<file path="src/rtl/lfsr_random_unit_if.sv">
// Request/response bundle for lfsr_random_unit: a draw request with its range,
// and the drawn value together with the flag that marks the fallback path.
interface lfsr_random_unit_if #(
  parameter int OUT_WIDTH = 8
);
  logic                 req_valid;
  logic                 req_ready;
  logic [OUT_WIDTH-1:0] req_range;
  logic                 out_valid;
  logic                 out_ready;
  logic [OUT_WIDTH-1:0] out_data;
  logic                 out_fallback;

  modport master (
    output req_valid, req_range, out_ready,
    input  req_ready, out_valid, out_data, out_fallback
  );

  modport slave (
    input  req_valid, req_range, out_ready,
    output req_ready, out_valid, out_data, out_fallback
  );
endinterface

</file>
<file path="src/rtl/lfsr_random_unit.sv">
// Galois-LFSR random source with entropy re-seeding, lockup recovery and
// unbiased draws in [0, range) by rejection sampling with a bounded retry count.
module lfsr_random_unit #(
  parameter int               WIDTH     = 16,
  parameter logic [WIDTH-1:0] TAPS      = 16'hB400,
  parameter logic [WIDTH-1:0] SEED      = 16'hACE1,
  parameter int               OUT_WIDTH = 8,
  parameter int               MAX_TRIES = 8
) (
  input  logic                 clk,
  input  logic                 reset,
  input  logic                 free_run,
  input  logic                 seed_capture,
  output logic [OUT_WIDTH-1:0] raw_q,
  lfsr_random_unit_if.slave    bus
);

  localparam int                TRY_W       = $clog2(MAX_TRIES + 1);
  localparam logic [TRY_W-1:0]  MAX_TRIES_C = TRY_W'(MAX_TRIES);

  typedef enum logic [1:0] {
    IDLE = 2'd0,
    DRAW = 2'd1,
    DONE = 2'd2
  } state_t;

  state_t               state_r;
  logic [WIDTH-1:0]     lfsr_r;
  logic [WIDTH-1:0]     ent_cnt_r;
  logic [OUT_WIDTH-1:0] range_r;
  logic [OUT_WIDTH-1:0] mask_r;
  logic [TRY_W-1:0]     tries_r;

  logic [WIDTH-1:0]     lfsr_next_s;
  logic [WIDTH-1:0]     mix_s;
  logic [OUT_WIDTH-1:0] cand_s;
  logic                 accept_s;
  logic [TRY_W-1:0]     tries_next_s;

  function automatic logic [WIDTH-1:0] step(input logic [WIDTH-1:0] x);
    return (x >> 1) ^ (x[0] ? TAPS : {WIDTH{1'b0}});
  endfunction

  // Smallest all-ones mask covering r-1; r=0 wraps to all ones, r=1 gives 0.
  function automatic logic [OUT_WIDTH-1:0] range_mask(input logic [OUT_WIDTH-1:0] r);
    logic [OUT_WIDTH-1:0] m;
    m = r - OUT_WIDTH'(1);
    for (int i = 1; i < OUT_WIDTH; i++) begin
      m = m | (m >> i);
    end
    return m;
  endfunction

  assign raw_q = lfsr_r[OUT_WIDTH-1:0];

  // Next LFSR value: lockup guard, then entropy capture, then stepping, else hold.
  always_comb begin
    mix_s       = lfsr_r ^ ent_cnt_r;
    lfsr_next_s = lfsr_r;
    if (lfsr_r == {WIDTH{1'b0}}) begin
      lfsr_next_s = SEED;
    end else if (seed_capture) begin
      lfsr_next_s = (mix_s == {WIDTH{1'b0}}) ? SEED : mix_s;
    end else if ((state_r == DRAW) || ((state_r == IDLE) && free_run)) begin
      lfsr_next_s = step(lfsr_r);
    end else begin
      lfsr_next_s = lfsr_r;
    end
  end

  // Candidate from the pre-step LFSR value; range 0 means the full output span.
  always_comb begin
    cand_s       = lfsr_r[OUT_WIDTH-1:0] & mask_r;
    accept_s     = (range_r == {OUT_WIDTH{1'b0}}) || (cand_s < range_r);
    tries_next_s = tries_r + TRY_W'(1);
  end

  // Draw FSM, LFSR and entropy counter state, and all registered outputs.
  always_ff @(posedge clk) begin
    if (reset) begin
      state_r          <= IDLE;
      lfsr_r           <= SEED;
      ent_cnt_r        <= {WIDTH{1'b0}};
      range_r          <= {OUT_WIDTH{1'b0}};
      mask_r           <= {OUT_WIDTH{1'b0}};
      tries_r          <= {TRY_W{1'b0}};
      bus.req_ready    <= 1'b1;
      bus.out_valid    <= 1'b0;
      bus.out_data     <= {OUT_WIDTH{1'b0}};
      bus.out_fallback <= 1'b0;
    end else begin
      lfsr_r    <= lfsr_next_s;
      ent_cnt_r <= ent_cnt_r + WIDTH'(1);
      case (state_r)
        IDLE: begin
          if (bus.req_valid) begin
            range_r       <= bus.req_range;
            mask_r        <= range_mask(bus.req_range);
            tries_r       <= {TRY_W{1'b0}};
            bus.req_ready <= 1'b0;
            state_r       <= DRAW;
          end
        end
        DRAW: begin
          if (accept_s) begin
            bus.out_data     <= cand_s;
            bus.out_fallback <= 1'b0;
            bus.out_valid    <= 1'b1;
            state_r          <= DONE;
          end else if (tries_next_s == MAX_TRIES_C) begin
            // mask < 2*range, so a rejected candidate minus range is in range.
            bus.out_data     <= cand_s - range_r;
            bus.out_fallback <= 1'b1;
            bus.out_valid    <= 1'b1;
            state_r          <= DONE;
          end else begin
            tries_r <= tries_next_s;
          end
        end
        DONE: begin
          if (bus.out_ready) begin
            bus.out_valid <= 1'b0;
            bus.req_ready <= 1'b1;
            state_r       <= IDLE;
          end
        end
        default: begin
          bus.out_valid <= 1'b0;
          bus.req_ready <= 1'b1;
          state_r       <= IDLE;
        end
      endcase
    end
  end

endmodule
</file>
<file path="src/flat_wrapper.sv">
// flat-port wrapper written by rule: the top's interface ports become plain ports
module lfsr_random_unit_flat 
#(
  parameter int               WIDTH     = 16,
  parameter logic [WIDTH-1:0] TAPS      = 16'hB400,
  parameter logic [WIDTH-1:0] SEED      = 16'hACE1,
  parameter int               OUT_WIDTH = 8,
  parameter int               MAX_TRIES = 8
)
  (clk, reset, free_run, seed_capture, raw_q, bus_req_valid, bus_req_range, bus_out_ready, bus_req_ready, bus_out_valid, bus_out_data, bus_out_fallback);
  lfsr_random_unit_if #(.OUT_WIDTH(OUT_WIDTH)) bus_i ();
  input  logic clk;
  input  logic reset;
  input  logic free_run;
  input  logic seed_capture;
  output logic [OUT_WIDTH-1:0] raw_q;
  input wire logic [$bits(bus_i.req_valid)-1:0] bus_req_valid;
  input wire logic [$bits(bus_i.req_range)-1:0] bus_req_range;
  input wire logic [$bits(bus_i.out_ready)-1:0] bus_out_ready;
  output wire logic [$bits(bus_i.req_ready)-1:0] bus_req_ready;
  output wire logic [$bits(bus_i.out_valid)-1:0] bus_out_valid;
  output wire logic [$bits(bus_i.out_data)-1:0] bus_out_data;
  output wire logic [$bits(bus_i.out_fallback)-1:0] bus_out_fallback;
  assign bus_i.req_valid = bus_req_valid;
  assign bus_i.req_range = bus_req_range;
  assign bus_i.out_ready = bus_out_ready;
  assign bus_req_ready = bus_i.req_ready;
  assign bus_out_valid = bus_i.out_valid;
  assign bus_out_data = bus_i.out_data;
  assign bus_out_fallback = bus_i.out_fallback;
  lfsr_random_unit #(.WIDTH(WIDTH), .TAPS(TAPS), .SEED(SEED), .OUT_WIDTH(OUT_WIDTH), .MAX_TRIES(MAX_TRIES)) u_core (.clk(clk), .reset(reset), .free_run(free_run), .seed_capture(seed_capture), .raw_q(raw_q), .bus(bus_i));
endmodule
</file>
<file path="config.mk">
export PLATFORM = sky130hd
export DESIGN_NAME = lfsr_random_unit_flat
export DESIGN_NICKNAME = d
export VERILOG_FILES = /design/src/rtl/lfsr_random_unit_if.sv /design/src/rtl/lfsr_random_unit.sv /design/src/flat_wrapper.sv
export SDC_FILE = /design/constraint.sdc
export NUM_CORES = 1
export LEC_CHECK = 0
export ABC_AREA = 1
export CAP_MARGIN = 20
export CELL_PAD_IN_SITES_DETAIL_PLACEMENT = 0
export CELL_PAD_IN_SITES_GLOBAL_PLACEMENT = 2
export CORE_MARGIN = 3
export CORE_UTILIZATION = 35
export CTS_BUF_LIST = sky130_fd_sc_hd__clkbuf_16
export CTS_CLUSTER_DIAMETER = 120
export DETAILED_ROUTE_END_ITERATION = 10
export MAX_ROUTING_LAYER = met4
export PLACE_DENSITY_LB_ADDON = 0.1
export SYNTH_ARGS = -nofsm -noshare
export SYNTH_HDL_FRONTEND = slang
export SYNTH_SLANG_ARGS = --single-unit
export TNS_END_PERCENT = 100
</file>
<file path="constraint.sdc">
create_clock -name clk -period 6.8 [get_ports clk]
set_clock_uncertainty 0.05 [all_clocks]
set_input_delay 1.36 -clock clk [delete_from_list [all_inputs] [get_ports clk]]
set_output_delay 1.36 -clock clk [all_outputs]
set_load 0.05 [all_outputs]
</file>
[Word-level counts from Yosys, hierarchy flattened]
Cells that the tools add are included.
W data, S select, Z words.
Storage, ports and cells
  flip-flop bits (word level): 65
  bits of input ports: 14
  output and inout bits: 19
  logic and storage cells: 75
Operators by class
  add/subtract/negate cells: 4
  $lt $le $gt $ge: 1
  equal/unequal tests: 8
  multiplexer cells: 23
  bitwise operators: 12
  reductions and logical operators: 17
Operators by type and width (number)
  $mux W16: 4
  $logic_not A16 Y1: 2
  $add A16 B1 Y16 const B: 1
  $mux W8: 2
  $xor A15 B16 Y16: 1
  $xor A16 B16 Y16: 1
  $mux W4: 3
  $reduce_and A3 Y1: 3
  $and A8 B8 Y8: 1
  $logic_not A8 Y1: 1
  $lt A8 B8 Y1: 1
  $mux W2: 4
  $ne A2 B2 Y1 const B: 4
  $or A8 B1 Y8: 1
  $or A8 B2 Y8: 1
  $or A8 B3 Y8: 1
  $or A8 B4 Y8: 1
  $or A8 B5 Y8: 1
  $or A8 B6 Y8: 1
  $or A8 B7 Y8: 1
  $pmux W4 S2: 1
  $sub A8 B1 Y8 const B: 1
  $sub A8 B8 Y8: 1
  $mux W1: 6
  15 further kinds: 21

[Depth between registers and ports, before layout]
  depth after elaboration: 8
  mapped depth: 15
  depth with buffers taken out: 13

[Worst setup path before layout]
OpenSTA, ideal clock, no wires.
  kind: input-to-reg
  start point: in bus_req_range[0]
  end point: reg u_core.mask_r[1]
  library setup time: 0.117 ns
  data arrival time: 2.294 ns
  required time: 6.633 ns
  path slack: 4.339 ns
  stages: 9
  path buffers: 0
  path through: inv_1 > ha_1 > nand3_1 > o21ai_1 > nand3_1 > nor2_4 > nand2_1 > nor2_1 > nor2_1
On the way
  cells in the longest elaborated chain, start to end: 8
RTL lines
  start: declaration: RTL line flat_wrapper.sv:18  | input wire logic [$bits(bus_i.req_range)-1:0] bus_req_range;
  $sub A8 B1 Y8: RTL line lfsr_random_unit.sv:47  | m = r - OUT_WIDTH'(1);
  $or A8 B7 Y8: RTL line lfsr_random_unit.sv:49  | m = m | (m >> i);
  $or A8 B6 Y8: RTL line lfsr_random_unit.sv:49
  $or A8 B5 Y8: RTL line lfsr_random_unit.sv:49
  $or A8 B4 Y8: RTL line lfsr_random_unit.sv:49
  $or A8 B3 Y8: RTL line lfsr_random_unit.sv:49
  $or A8 B2 Y8: RTL line lfsr_random_unit.sv:49
  $or A8 B1 Y8: RTL line lfsr_random_unit.sv:49
  end signal: assignment: RTL line lfsr_random_unit.sv:85  | mask_r <= {OUT_WIDTH{1'b0}};
  end signal: assignment: RTL line lfsr_random_unit.sv:98  | mask_r <= range_mask(bus.req_range);
  end: declaration: RTL line lfsr_random_unit.sv:31  | logic [OUT_WIDTH-1:0] mask_r;
No other way between the ends.
A chain may end at the register's enable or synchronous reset.

[Final worst setup path]
  start point: in seed_capture
  end point: reg u_core.lfsr_r[1]
On the way
  cells in the longest elaborated chain, start to end: 1
  elaborated cells between the ends (all ways): 2
  classes of those cells: mux (1); reduce/logical (1)
RTL lines
  start: declaration: RTL line flat_wrapper.sv:15  | input logic seed_capture;
  $mux W16 / $reduce_bool A2 Y1 (equally long branches)
  end signal: assignment: RTL line lfsr_random_unit.sv:92  | lfsr_r <= lfsr_next_s;
  end: declaration: RTL line lfsr_random_unit.sv:28  | logic [WIDTH-1:0] lfsr_r;
Parallel ways exist; a longest one is shown, timed or not.

==> flow_summary.ini <==
[status]
status = completed

[critical_path]
reg2reg_from = u_core.lfsr_r[0]
worstSetupPathType = in2reg
required_ps = 6950
crit_start = seed_capture
crit_end = u_core.lfsr_r[1]
r2r-end = u_core.bus.out_data[0]
r2r_cells = 13
path_max_fanout = 22
ff2ff_setup_slack_ps = 4190
crit_path_start_kind = input pin
arrival_ps = 3430
cp-end-kind = register

[pwr]
seq_power_share = 0.331
power.leakage_nw = 1.97
power_switching_mw = 0.636
vdd_drop_max_mv = 0.156
p_int_mw = 0.939
combPwrFrac = 0.384
p_clk_frac = 0.285
cellPowerDensity_nw_per_um2 = 352
netSwitchingFraction = 0.404

[global_routing]
track_usage = 0.169
grt_pass1_wl_microns = 16500
grt-ovfl-total = 0
grt_pass1_vias = 3222
antenna_found_initial = 0
grt_start_max_net_pins = 33

[finish]
final_common_cell = nand2_1
syn2layout_area_growth_pct = 17.0
layout.nets = 607
layout-drive-gt1-share = 0.0718
stdcell_area_sq_um = 4470
layout_common_cells = nand2_1, nor2_1, dfxtp_1
fill_cells = 1128
n_antenna_cell = 0

[synthesis]
syn_nets = 586
synthTopCellsByArea = dfxtp_1, nand2_1, nor2_1, inv_1, a21oi_1
synth_edf_count = 0
avgSynthCellArea_sq_um = 6.84
yosys.area.top_type = dfxtp_1
yosysTopAreaCellShare = 0.340
seq_area_frac_synth = 0.340
ys_ff_latch = 65
postSynthCellCount = 559
syn_area_sq_um = 3820
synth_ff_type = dfxtp_1
synth_cell_types = 40
yosys_warnings = 0
synthArstFlopShare = 0

[sta]
rsz0062_at_grt = false
hold_viol = 0
final.setup.tns_ps = 0
fin_crit_sh = 0.483
max_freq_ghz = 0.304
hold_slack_ps = 390
relSlewSlack = 0.433
fin_crit_ps = 3280
setup_slack_ps = 3520
slew_viol_final = 0
finalSetupViolations = 0
worst_slew_pin_slew_ps = 848

[routing]
drt_first_pass_iters = 4
num_vias = 3418
drtAntennaViolNets = 0
drt_iter0_drc = 181
wirelength_microns = 9740
drc = 0
avgViaCountPerCell = 4.74
wl_per_cell_microns = 13.5

[floorplan]
ios = 33
initial_core_util = 0.365
core_sq_um = 10500
fp.dieW_microns = 111
die_h_microns = 111
rows = 37
dieArea_sq_um = 12200

[clock_tree]
path_clk_slew_ps = 60
cts_made_buffers = 9
cts_max_level = 3
insertion_delay_ps = 330
cts-root-buf = clkbuf_16
cts_tree = done
cts.sinks = 65
cts_resized = 0
ctsHoldBuffers = 0
cts_setup_buffers = 0
clock_path_buffers = 2

[placed_design]
place_congestion = 0.844
place_area_sq_um = 4180
dp_slack_ps = 3220
hpwl_microns = 7250
io_buffers = 32

[flow_run]
cap_violations = 0

[min_path]
hp-class = reg2reg
[kinds of logic (layout without fill, tap and decap cells)]
| logic type | after synthesis | after routing | synth area share |
|---|---|---|---|
| compound gates | 92 | 92 | 0.132 |
| fa+ha+maj | 13 | 13 | 0.0445 |
| simple gates | 272 | 272 | 0.319 |
| flops | 65 | 65 | 0.340 |
| buf+inv | 90 | 116 | 0.102 |
| xor+xnor | 27 | 27 | 0.0618 |
[metal layers]
metal,vias up,wire [microns],track usage
li1,1835,-,-
met1,1513,5210,0.241
met2,58,3950,0.237
met3,12,418,0.0356
met4,0,153,0.0542
met5,-,0,-
[power groups by stage]
stage | sequential, mW | clock [mW] | combinational (mW)
floorplan | 0.570 | 0 | 0.422
global placement | 0.528 | 0 | 0.610
detailed placement | 0.529 | 0 | 0.610
CTS | 0.521 | 0.462 | 0.612
global route | 0.531 | 0.477 | 0.686
finish | 0.521 | 0.450 | 0.604
[metrics by stage]
step / util / instances / power (mW)
3_3_place_gp: 0.400 / 705 / 1.14
3_5_place_dp: 0.400 / 705 / 1.14
5_1_grt: 0.427 / 721 / 1.69
6_report: 0.427 / 721 / 1.58
4_1_cts: 0.427 / 721 / 1.60
2_1_floorplan: - / 559 / 0.992
[area by class of cell]
class | instances | area (sq um) | share of cell area
Sequential cell | 65 | 1300 | 0.291
Timing Repair Buffer | 33 | 328 | 0.0733
Clock buffer | 9 | 225 | 0.0504
Clock inverter | 7 | 62.6 | 0.0140
Multi-Input combinational cell | 404 | 2130 | 0.477
Inverter | 67 | 251 | 0.0562
Tap cell | 136 | 170 | 0.0381
[flip-flops by register name, indices dropped and copies added, names as in the netlist]
signal / count
u_core.range_r: 8
u_core.state_r: 2
u_core.tries_r: 4
u_core.bus.out_fallback: 1
u_core.bus.out_valid: 1
u_core.ent_cnt_r: 16
u_core.bus.out_data: 8
u_core.lfsr_r: 16
u_core.bus.req_ready: 1
u_core.mask_r: 8
[cells in the mapped netlist, types with 3 or more instances]
cell and instances:
nand3_2 4, nor2_4 3, o21ai_1 15, nand2_2 3, dfxtp_1 65, nand3_1 29
clkbuf_1 6, a21oi_1 37, nor2_1 81, xor2_1 11, nor2_2 3, inv_2 6
inv_1 61, xnor2_1 16, buf_2 5, a31oi_1 4, a211oi_1 8, buf_4 10
nor3_1 16, o21ai_0 24, ha_1 12, nand4_1 6, nand2_1 115
[critical path, cell delays in order]
cell             delay (ps)
clkdlybuf4s50_1         850
inv_2                   270
and2_2                  410
inv_2                   200
o21ai_0                 110
a21oi_1                 160
nor3_1                   60
[worst min-delay path by stage]
stage                                    endpoint  slack, ps               startpoint  cells after the start
final                     u_core.bus.out_fallback        390  u_core.bus.out_fallback                      2
after global routing      u_core.bus.out_fallback        420  u_core.bus.out_fallback                      2
after CTS                 u_core.bus.out_fallback        400  u_core.bus.out_fallback                      2
after detailed placement  u_core.bus.out_fallback        390  u_core.bus.out_fallback                      2
after global placement    u_core.bus.out_fallback        380  u_core.bus.out_fallback                      2
after floorplan                 u_core.range_r[2]        390        u_core.range_r[2]                      2
Power figures use the tool's default switching activity.
